--- src/rtl/led_fade_pkg.sv ---
// rtl/led_fade_pkg.sv - shared types, defaults and ramp arithmetic for the LED fade scheduler
package led_fade_pkg;

    localparam int DEF_NUM_LEDS = 8;
    localparam int DEF_WIDTH    = 16;
    localparam int MAX_WIDTH    = 32;

    typedef enum logic {
        IDLE  = 1'b0,
        SWEEP = 1'b1
    } fade_state_t;

    // One extra bit on the upward sum so level+step can never wrap past the target.
    function automatic logic [MAX_WIDTH-1:0] step_toward(
        input logic [MAX_WIDTH-1:0] level,
        input logic [MAX_WIDTH-1:0] target,
        input logic [MAX_WIDTH-1:0] step
    );
        logic [MAX_WIDTH:0]   sum;
        logic [MAX_WIDTH-1:0] result;
        sum    = {1'b0, level} + {1'b0, step};
        result = level;
        if (level < target) begin
            result = (sum >= {1'b0, target}) ? target : sum[MAX_WIDTH-1:0];
        end else if (level > target) begin
            result = ((level - target) <= step) ? target : (level - step);
        end
        return result;
    endfunction

endpackage

--- src/rtl/led_fade_scheduler_if.sv ---
// rtl/led_fade_scheduler_if.sv - target-level write bus between host config logic and the scheduler
interface led_fade_scheduler_if
    import led_fade_pkg::*;
#(
    parameter int NUM_LEDS = DEF_NUM_LEDS,
    parameter int WIDTH    = DEF_WIDTH
);
    localparam int ADDR_W = $clog2(NUM_LEDS);

    logic              wr_en;
    logic [ADDR_W-1:0] wr_addr;
    logic [WIDTH-1:0]  wr_data;

    modport master (output wr_en, output wr_addr, output wr_data);
    modport slave  (input  wr_en, input  wr_addr, input  wr_data);

endinterface

--- src/rtl/led_sd_channel.sv ---
// rtl/led_sd_channel.sv - first-order sigma-delta modulator driving one LED pin
module led_sd_channel
    import led_fade_pkg::*;
#(
    parameter int WIDTH = DEF_WIDTH
) (
    input  logic             clk,
    input  logic             reset,
    input  logic [WIDTH-1:0] level,
    output logic             led
);

    logic [WIDTH:0] acc;

    // The carry out of the low WIDTH bits is the pulse; it is dropped before the next add.
    always_ff @(posedge clk or posedge reset) begin
        if (reset) begin
            acc <= '0;
        end else begin
            acc <= {1'b0, acc[WIDTH-1:0]} + {1'b0, level};
        end
    end

    assign led = acc[WIDTH];

endmodule

--- src/rtl/led_fade_scheduler.sv ---
// rtl/led_fade_scheduler.sv - periodic sweeps ramping each LED level toward its host-written target
module led_fade_scheduler
    import led_fade_pkg::*;
#(
    parameter int NUM_LEDS = DEF_NUM_LEDS,
    parameter int WIDTH    = DEF_WIDTH
) (
    input  logic                 clk,
    input  logic                 reset,
    led_fade_scheduler_if.slave  wr,
    input  logic [WIDTH-1:0]     step,
    input  logic [15:0]          rate_div,
    input  logic                 clr_overrun,
    output logic [NUM_LEDS-1:0]  led_out,
    output logic [NUM_LEDS-1:0]  at_target,
    output logic                 busy,
    output logic                 overrun
);

    localparam int                IDX_W    = $clog2(NUM_LEDS);
    localparam logic [IDX_W-1:0] LAST_IDX = IDX_W'(NUM_LEDS - 1);

    logic [WIDTH-1:0]     target [NUM_LEDS];
    logic [WIDTH-1:0]     level  [NUM_LEDS];
    logic [15:0]          count;
    logic                 tick;
    fade_state_t          state;
    logic [IDX_W-1:0]     idx;
    logic [MAX_WIDTH-1:0] stepped_unused_msbs;
    logic [WIDTH-1:0]     next_level;

    assign tick = (rate_div != 16'd0) && (count == rate_div - 16'd1);

    // Any count at or past the last slot restarts, so shrinking rate_div never runs out to 0xFFFF.
    always_ff @(posedge clk or posedge reset) begin
        if (reset) begin
            count <= '0;
        end else if ((rate_div == 16'd0) || (count >= rate_div - 16'd1)) begin
            count <= '0;
        end else begin
            count <= count + 16'd1;
        end
    end

    always_ff @(posedge clk or posedge reset) begin
        if (reset) begin
            for (int i = 0; i < NUM_LEDS; i++) begin
                target[i] <= '0;
            end
        end else if (wr.wr_en && (int'(wr.wr_addr) < NUM_LEDS)) begin
            target[wr.wr_addr] <= wr.wr_data;
        end
    end

    always_comb begin
        stepped_unused_msbs = step_toward(MAX_WIDTH'(level[idx]), MAX_WIDTH'(target[idx]),
                                          MAX_WIDTH'(step));
    end

    assign next_level = stepped_unused_msbs[WIDTH-1:0];

    always_ff @(posedge clk or posedge reset) begin
        if (reset) begin
            state   <= IDLE;
            idx     <= '0;
            busy    <= 1'b0;
            overrun <= 1'b0;
            for (int i = 0; i < NUM_LEDS; i++) begin
                level[i] <= '0;
            end
        end else begin
            case (state)
                IDLE: begin
                    if (tick) begin
                        state <= SWEEP;
                        idx   <= '0;
                        busy  <= 1'b1;
                    end
                end
                SWEEP: begin
                    level[idx] <= next_level;
                    if (idx == LAST_IDX) begin
                        state <= IDLE;
                        busy  <= 1'b0;
                    end else begin
                        idx <= idx + IDX_W'(1);
                    end
                end
                default: begin
                    state <= IDLE;
                    busy  <= 1'b0;
                end
            endcase

            // A tick landing mid-sweep is lost; flagging it takes priority over the host clear.
            if ((state == SWEEP) && tick) begin
                overrun <= 1'b1;
            end else if (clr_overrun) begin
                overrun <= 1'b0;
            end
        end
    end

    for (genvar c = 0; c < NUM_LEDS; c++) begin : g_chan
        assign at_target[c] = (level[c] == target[c]);

        led_sd_channel #(
            .WIDTH (WIDTH)
        ) u_sd (
            .clk   (clk),
            .reset (reset),
            .level (level[c]),
            .led   (led_out[c])
        );
    end

endmodule

--- src/flat_wrapper.sv ---
// flat-port wrapper written by rule: the top's interface ports become plain ports
module led_fade_scheduler_flat import led_fade_pkg::*;
#(
    parameter int NUM_LEDS = DEF_NUM_LEDS,
    parameter int WIDTH    = DEF_WIDTH
)
  (clk, reset, step, rate_div, clr_overrun, led_out, at_target, busy, overrun, wr_wr_en, wr_wr_addr, wr_wr_data);
  led_fade_scheduler_if #(.NUM_LEDS(NUM_LEDS), .WIDTH(WIDTH)) wr_i ();
  input  logic clk;
  input  logic reset;
  input  logic [WIDTH-1:0] step;
  input  logic [15:0] rate_div;
  input  logic clr_overrun;
  output logic [NUM_LEDS-1:0] led_out;
  output logic [NUM_LEDS-1:0] at_target;
  output logic busy;
  output logic overrun;
  input wire logic [$bits(wr_i.wr_en)-1:0] wr_wr_en;
  input wire logic [$bits(wr_i.wr_addr)-1:0] wr_wr_addr;
  input wire logic [$bits(wr_i.wr_data)-1:0] wr_wr_data;
  assign wr_i.wr_en = wr_wr_en;
  assign wr_i.wr_addr = wr_wr_addr;
  assign wr_i.wr_data = wr_wr_data;
  led_fade_scheduler #(.NUM_LEDS(NUM_LEDS), .WIDTH(WIDTH)) u_core (.clk(clk), .reset(reset), .wr(wr_i), .step(step), .rate_div(rate_div), .clr_overrun(clr_overrun), .led_out(led_out), .at_target(at_target), .busy(busy), .overrun(overrun));
endmodule
--- config.mk ---
export PLATFORM = sky130hd
export DESIGN_NAME = led_fade_scheduler_flat
export DESIGN_NICKNAME = d
export VERILOG_FILES = /design/src/rtl/led_fade_pkg.sv /design/src/rtl/led_fade_scheduler_if.sv /design/src/rtl/led_sd_channel.sv /design/src/rtl/led_fade_scheduler.sv /design/src/flat_wrapper.sv
export SDC_FILE = /design/constraint.sdc
export NUM_CORES = 1
export LEC_CHECK = 0
export CORE_MARGIN = 2
export CORE_UTILIZATION = 60
export DETAILED_ROUTE_END_ITERATION = 16
export GPL_TIMING_DRIVEN = 1
export PLACE_DENSITY = 0.88
export RECOVER_POWER = 25
export SLEW_MARGIN = 20
export SYNTH_ARGS = -nofsm -noshare
export SYNTH_HDL_FRONTEND = slang
export SYNTH_SLANG_ARGS = --single-unit
--- constraint.sdc ---
create_clock -name clk -period 33.4 [get_ports clk]
set_input_delay 3.34 -clock clk [delete_from_list [all_inputs] [get_ports clk]]
set_output_delay 3.34 -clock clk [all_outputs]
set_load 0.1 [all_outputs]
## Word-level counts from Yosys, hierarchy flattened

Cells that the tools add are included.

- Flip-flop bits (word level): 414
- Output and inout bits: 18
- Logic and storage cells: 106

- $add $sub $neg: 14
- $lt $le $gt $ge: 9
- Eq/ne operators: 13
- Muxes and demuxes: 28
- Bitwise gates (word level): 3
- Reductions and logical operators: 10

Operators by type and width:

| operator | count |
|---|---|
| bitwise mux 128 bit | 2 |
| two-way mux 16 bit | 11 |
| adder 16 x 16 -> 17 bit | 9 |
| == test 16 bit | 9 |
| binary-select mux 16 bit (select 3 bit) | 2 |
| demux 16 bit (select 3 bit) | 2 |
| less-or-equal comparator 32 x 16 -> 1 bit | 1 |
| greater-or-equal comparator 17 x 16 -> 1 bit | 1 |
| subtractor 16 x 16 -> 17 bit | 1 |
| adder 16 x 1 -> 16 bit (second input constant) | 1 |
| greater-or-equal comparator 16 bit | 1 |
| greater-than comparator 16 bit | 1 |
| zero test 16 bit | 1 |
| less-than comparator 16 bit | 1 |
| nonzero test 16 bit | 1 |
| subtractor 16 x 1 -> 16 bit (second input constant) | 1 |
| subtractor 16 bit | 1 |
| greater-or-equal comparator 4 bit (second input constant) | 2 |
| less-than comparator 4 x 1 -> 1 bit (second input constant) | 2 |
| NOT 3 -> 4 bit | 2 |
| two-way mux 1 bit | 6 |
| two-way mux 3 bit | 2 |
| one-hot mux 3 bit (2 select lines) | 1 |
| logical AND 1 bit | 4 |
| 9 further kinds | 12 |

## Longest topological paths before layout

- Depth after elaboration: 10
- Mapped depth: 27
- Depth with buffers taken out: 22

## Cells and area by module

Synthesis repeated with hierarchy kept, for this count alone.

- Cells, all modules: 2702
- Area total of the unflattened synthesis: 27885.5 um^2

Modules (own cells, without submodules):

| module | times used | cells each | area each (um^2) | sequential area each (um^2) |
|---|---|---|---|---|
| led_fade_scheduler | 1 | 1735 | 18387.6 | 6956.7 |
| led_sd_channel (u_core.g_chan[1].u_sd ...) | 7 | 121 | 1189.9 | 425.4 |
| led_sd_channel (u_core.g_chan[0].u_sd) | 1 | 120 | 1168.6 | 425.4 |

## Worst setup path after synthesis

No wires, ideal clock.

- Kind: input to register
- From: input step[0]
- To: register u_core.level[104] (netlist name)
- Arrival: 7.223 ns
- Path slack: 26.036 ns
- Cell stages on the path: 18
- Buffers on the path: 1
- Cell sequence: ha_1 > fa_1 > nor2b_1 > o21ai_0 > nand4_1 > a311oi_1 > o21ai_0 > and3_1 > or2_2 > ha_1 > o21ai_0 > nand2b_1 > and4_1 > nor4_4 > buf_4 > mux2i_1 > a22oi_1 > o21ai_0

- Word-level cells in the longest chain between the ends: 5

RTL lines:

| element | line | text |
|---|---|---|
| start, declared | flat_wrapper.sv:11 | `input logic [WIDTH-1:0] step;` |
| adder 16 x 16 -> 17 bit (tied with other cells) | led_fade_pkg.sv:21 | `sum = {1'b0, level} + {1'b0, step};` |
| greater-or-equal comparator 17 x 16 -> 1 bit / two-way mux 16 bit (equally long branches) | led_fade_pkg.sv:24, led_fade_pkg.sv:26 |  |
| two-way mux 16 bit, on equally long branches | led_fade_pkg.sv:24, led_fade_pkg.sv:25 |  |
| two-way mux 16 bit * | led_fade_pkg.sv:23 | `if (level < target) begin` |
| bitwise mux 128 bit * | led_fade_scheduler.sv:81 | `level[idx] <= next_level;` |
| end signal, assigned by index | led_fade_scheduler.sv:81 |  |
| end, declared | led_fade_scheduler.sv:24 | `logic [WIDTH-1:0] level [NUM_LEDS];` |

Every way passes the cells marked *; elsewhere a longest branch is shown, timed or not.
A chain may end at the register's enable or synchronous reset.

## Final worst setup path

- From: input step[1]
- To: register u_core.level[81] (netlist name)

Same word-level chain as after synthesis.

==> impl_metrics.tcl <==
set metrics [dict create \
    maxClockFrequency_mhz 116 \
    pwr_density_cell_nw_per_um2 65.1 \
    port_buffers 72 \
    slew_headroom -2.54 \
    gp_congestion 1.01 \
    min_period_ns 8.61 \
    die_w_um 215 \
    synth.yosys.seq_area_share 0.390 \
    post_synthesis_net_count 2841 \
    cts.reportedPaths.clkPinSlew_ns 0.06 \
    synth_ff_type "sky130_fd_sc_hd__dfrtp_1" \
    cts_max_path_buffers 3 \
    core_sq_um 44000 \
    dr_total_vias 21214 \
    worst-path-max-fanout 17 \
    hold_class "flop to flop" \
    ctsHoldBuffers 0 \
    crit_path_start_kind "primary input" \
    cts-buffers-inserted 43 \
    placementRows 77 \
    worstSetupEndpointType "flop" \
    final-setup-viol-count 0 \
    worst-endpoint-required_ns 33.78 \
    post-synth-top-area-fraction 0.390 \
    cp-startpoint "step[1]" \
    clkLatencyLatePin_ns 0.56 \
    cts_root_buffer "sky130_fd_sc_hd__clkbuf_16" \
    worstSetupPathType "primary input to flop" \
    tightestPinTransition_ns 5.29 \
    ff2ff_path_depth 21 \
    final_core_util 0.665 \
    globalRoute.totalOverflow 0 \
    htree_num_levels 2 \
    ys_async_sr_fraction 1.00 \
    drt-wirelength-per-cell_um 24.7 \
    clock_tree_from_tritoncts "yes" \
    final.setup_skew_ns 0.0193 \
    final_net_count 2892 \
    firstDrtPassIters 6 \
    flow.area_growth_from_synthesis_pct 10.2 \
    yosys_register_bits 414 \
    drcViolationCount 0 \
    rrSetupSlack_ns 25.32 \
    synth_area_sq_um 26600 \
    detailed_place_hpwl_mm 58.3 \
    p_leak_nw 12.3 \
    maximum_number_of_pins_on_one_net_before_global_route_repair 169 \
    worst_r2r_startpoint "u_core.idx[0]" \
    post_cts_resize_count 0 \
    route.antenna.remaining_nets 0 \
    timing.final.hold_violations 0 \
    regToRegEndpoint "u_core.level[105]" \
    route.detailed.vias_per_inst 6.58 \
    die_area_sq_um 46000 \
    post_cts_buffers 0 \
    chipHeight_um 215 \
    maxSlewViolCount 119 \
    synth_area_leader_cell "sky130_fd_sc_hd__dfrtp_1" \
    grt_first_pass_wirelength_mm 123 \
    yosysUniqueCellTypes 71 \
    netlist_top_cells_area "sky130_fd_sc_hd__dfrtp_1 39%, sky130_fd_sc_hd__ha_1 11%, sky130_fd_sc_hd__xnor2_1 8.1%" \
    top_level_ports 73 \
    timing.final.crit_share 0.258 \
    floorplan.initialDensity 0.604 \
    clock_sink_count 414 \
    postSynthAreaPerCell_sq_um 10.4 \
    first_global_vias 21545 \
    totalWireLength_mm 79.5 \
    drive_above_1_share 0.133 \
    grt_antenna_before_repair 4 \
    grt_setup_unrepaired "false" \
    max_cap_viol_count 1 \
    track_usage 0.345 \
    critPathArrivalTime_ns 8.99 \
    peakVddDrop_mv 0.0375 \
    ys.warnings.count 0 \
    number_of_enable_flip_flop_cells_after_synthesis 0 \
    dr.first_iter.drc_count 2713 \
    final.setup.tns_ns 0 \
    worstSetupEndpoint "u_core.level[81]" \
    violations_in_the_final_reports "max-capacitance violations, max-slew violations" \
    status "finished with violations" \
    synthCells 2546 \
]
==> cell usage in the layout, fill, tap and decap left out, types with 10 or more instances in the layout <==
| cell type | count |
|---|---|
| sky130_fd_sc_hd__and3_1 | 13 |
| sky130_fd_sc_hd__o211ai_1 | 16 |
| sky130_fd_sc_hd__dfrtp_1 | 411 |
| sky130_fd_sc_hd__a21oi_1 | 123 |
| sky130_fd_sc_hd__a21o_1 | 27 |
| sky130_fd_sc_hd__o21bai_1 | 16 |
| sky130_fd_sc_hd__ha_1 | 229 |
| sky130_fd_sc_hd__inv_1 | 121 |
| sky130_fd_sc_hd__nand2_1 | 210 |
| sky130_fd_sc_hd__nor3_1 | 55 |
| sky130_fd_sc_hd__a21boi_0 | 12 |
| sky130_fd_sc_hd__nor2b_1 | 27 |
| sky130_fd_sc_hd__o21a_1 | 21 |
| sky130_fd_sc_hd__nand3_1 | 58 |
| sky130_fd_sc_hd__nor2_1 | 117 |
| sky130_fd_sc_hd__fa_1 | 11 |
| sky130_fd_sc_hd__or3_1 | 28 |
| sky130_fd_sc_hd__a31oi_1 | 16 |
| sky130_fd_sc_hd__a211oi_1 | 10 |
| sky130_fd_sc_hd__clkbuf_16 | 44 |
| sky130_fd_sc_hd__and2_1 | 12 |
| sky130_fd_sc_hd__o31ai_1 | 11 |
| sky130_fd_sc_hd__o21ai_0 | 143 |
| sky130_fd_sc_hd__clkdlybuf4s50_1 | 71 |
| sky130_fd_sc_hd__buf_4 | 18 |
| sky130_fd_sc_hd__mux2_2 | 147 |
| sky130_fd_sc_hd__xnor2_1 | 246 |
| sky130_fd_sc_hd__nand4_1 | 49 |
| sky130_fd_sc_hd__or2_2 | 11 |
| sky130_fd_sc_hd__mux2i_1 | 34 |
| sky130_fd_sc_hd__xor2_1 | 46 |
| sky130_fd_sc_hd__nor4_1 | 20 |
| sky130_fd_sc_hd__mux4_2 | 64 |
| sky130_fd_sc_hd__o21ai_1 | 31 |
| sky130_fd_sc_hd__nand2b_1 | 13 |
==> report_power, final <==
part           total, mW  switching [mW]  internal [mW]  leakage (nW)
logic              0.771           0.456          0.315          7.30
clock network      0.487           0.206          0.281         0.696
registers          0.648          0.0627          0.585          4.35
total               1.91           0.725           1.18          12.3
==> stage by stage <==
stage | total power [mW] | worst slack [ns] | hold slack, ns | instance area (sq um) | std cells
final | 1.91 | 24.79 | 0.468 | 29300 | 3222
after CTS | 1.89 | 25.01 | 0.472 | 29300 | 3219
after floorplan | 1.19 | 18.54 | 0.443 | 26600 | 2546
after global placement | 1.36 | 24.59 | 0.452 | 27900 | 3143
after detailed placement | 1.40 | 24.43 | 0.460 | 27900 | 3143
after global routing | 1.99 | 24.26 | 0.489 | 29300 | 3220
==> worst max-delay path, stage by stage <==
cell                              delay, ns
sky130_fd_sc_hd__clkdlybuf4s50_1       0.61
sky130_fd_sc_hd__inv_1                 0.11
sky130_fd_sc_hd__ha_1                  0.30
sky130_fd_sc_hd__nand2b_1              0.13
sky130_fd_sc_hd__a221oi_1              0.11
sky130_fd_sc_hd__o41ai_1               0.66
sky130_fd_sc_hd__nor2b_1               0.29
sky130_fd_sc_hd__o31ai_1               0.10
sky130_fd_sc_hd__xnor2_1               0.28
sky130_fd_sc_hd__inv_1                 0.09
sky130_fd_sc_hd__ha_1                  0.29
sky130_fd_sc_hd__and3_1                0.19
sky130_fd_sc_hd__a221oi_1              0.24
sky130_fd_sc_hd__o21ai_0               0.16
sky130_fd_sc_hd__and4_1                0.25
sky130_fd_sc_hd__nor4_4                0.28
sky130_fd_sc_hd__buf_4                 0.32
sky130_fd_sc_hd__mux2i_1               0.12
sky130_fd_sc_hd__o22ai_1               0.85
sky130_fd_sc_hd__o21ai_0               0.25
==> sequential cells by signal, summed over array words and instances, names as in the netlist <==
signal and flops:
u_core.busy 1, u_core.count 16, u_core.g_chan.u_sd.acc 136, u_core.idx 3, u_core.level 128, u_core.overrun 1, u_core.state 1, u_core.target 128
==> layer usage <==
metal  global-route usage  vias up  wire length, um
met2                0.547     1275            36200
li1                     -     9269                -
met3               0.0770      338             8060
met1                0.430    10326            29200
met5                    0        -               34
met4                0.220        6             5920
==> area by class of cell <==
| cell class | instances | area (sq um) |
|---|---|---|
| Antenna cell | 2 | 5.00 |
| Clock buffer | 60 | 1230 |
| Clock inverter | 16 | 176 |
| Fill cell | 3161 | 14700 |
| Inverter | 122 | 459 |
| Multi-Input combinational cell | 1924 | 15400 |
| Sequential cell | 414 | 10400 |
| Tap cell | 592 | 741 |
| Timing Repair Buffer | 92 | 887 |
==> Yosys cell counts, types with 20 or more instances <==
| library cell | number |
|---|---|
| sky130_fd_sc_hd__o21ai_1 | 31 |
| sky130_fd_sc_hd__clkbuf_1 | 59 |
| sky130_fd_sc_hd__inv_1 | 122 |
| sky130_fd_sc_hd__xor2_1 | 46 |
| sky130_fd_sc_hd__a21oi_1 | 123 |
| sky130_fd_sc_hd__o21ai_0 | 143 |
| sky130_fd_sc_hd__dfrtp_1 | 414 |
| sky130_fd_sc_hd__mux2i_1 | 34 |
| sky130_fd_sc_hd__nand2_1 | 212 |
| sky130_fd_sc_hd__nor4_1 | 20 |
| sky130_fd_sc_hd__o21a_1 | 21 |
| sky130_fd_sc_hd__mux2_2 | 147 |
| sky130_fd_sc_hd__or3_1 | 28 |
| sky130_fd_sc_hd__nor3_1 | 57 |
| sky130_fd_sc_hd__mux4_2 | 64 |
| sky130_fd_sc_hd__a21o_1 | 27 |
| sky130_fd_sc_hd__ha_1 | 229 |
| sky130_fd_sc_hd__nor2_1 | 117 |
| sky130_fd_sc_hd__nand3_1 | 59 |
| sky130_fd_sc_hd__xnor2_1 | 246 |
| sky130_fd_sc_hd__nor2b_1 | 27 |
| sky130_fd_sc_hd__nand4_1 | 49 |
==> kinds of logic (layout without fill, tap and decap cells) <==
logic type	count (synthesis)	count (layout)	synth area share
simple gates	642	642	0.117
compound gates	502	502	0.119
flops	414	414	0.390
xor+xnor	292	292	0.0962
mux	248	248	0.131
fa+ha+maj	240	240	0.116
buf+inv	208	290	0.0318
other cells	0	2	0
==> worst min-delay path by stage <==
stage / start / end / cells after the start
floorplan: u_core.g_chan[0].u_sd.acc[0] / u_core.g_chan[0].u_sd.acc[0] / 1
global placement: u_core.g_chan[1].u_sd.acc[0] / u_core.g_chan[1].u_sd.acc[0] / 1
detailed placement: u_core.g_chan[1].u_sd.acc[0] / u_core.g_chan[1].u_sd.acc[0] / 1
CTS: u_core.g_chan[1].u_sd.acc[0] / u_core.g_chan[1].u_sd.acc[0] / 1
global route: u_core.g_chan[4].u_sd.acc[0] / u_core.g_chan[4].u_sd.acc[0] / 1
finish: u_core.g_chan[5].u_sd.acc[0] / u_core.g_chan[5].u_sd.acc[0] / 1
No activity file was read; power rests on OpenSTA's default activity.
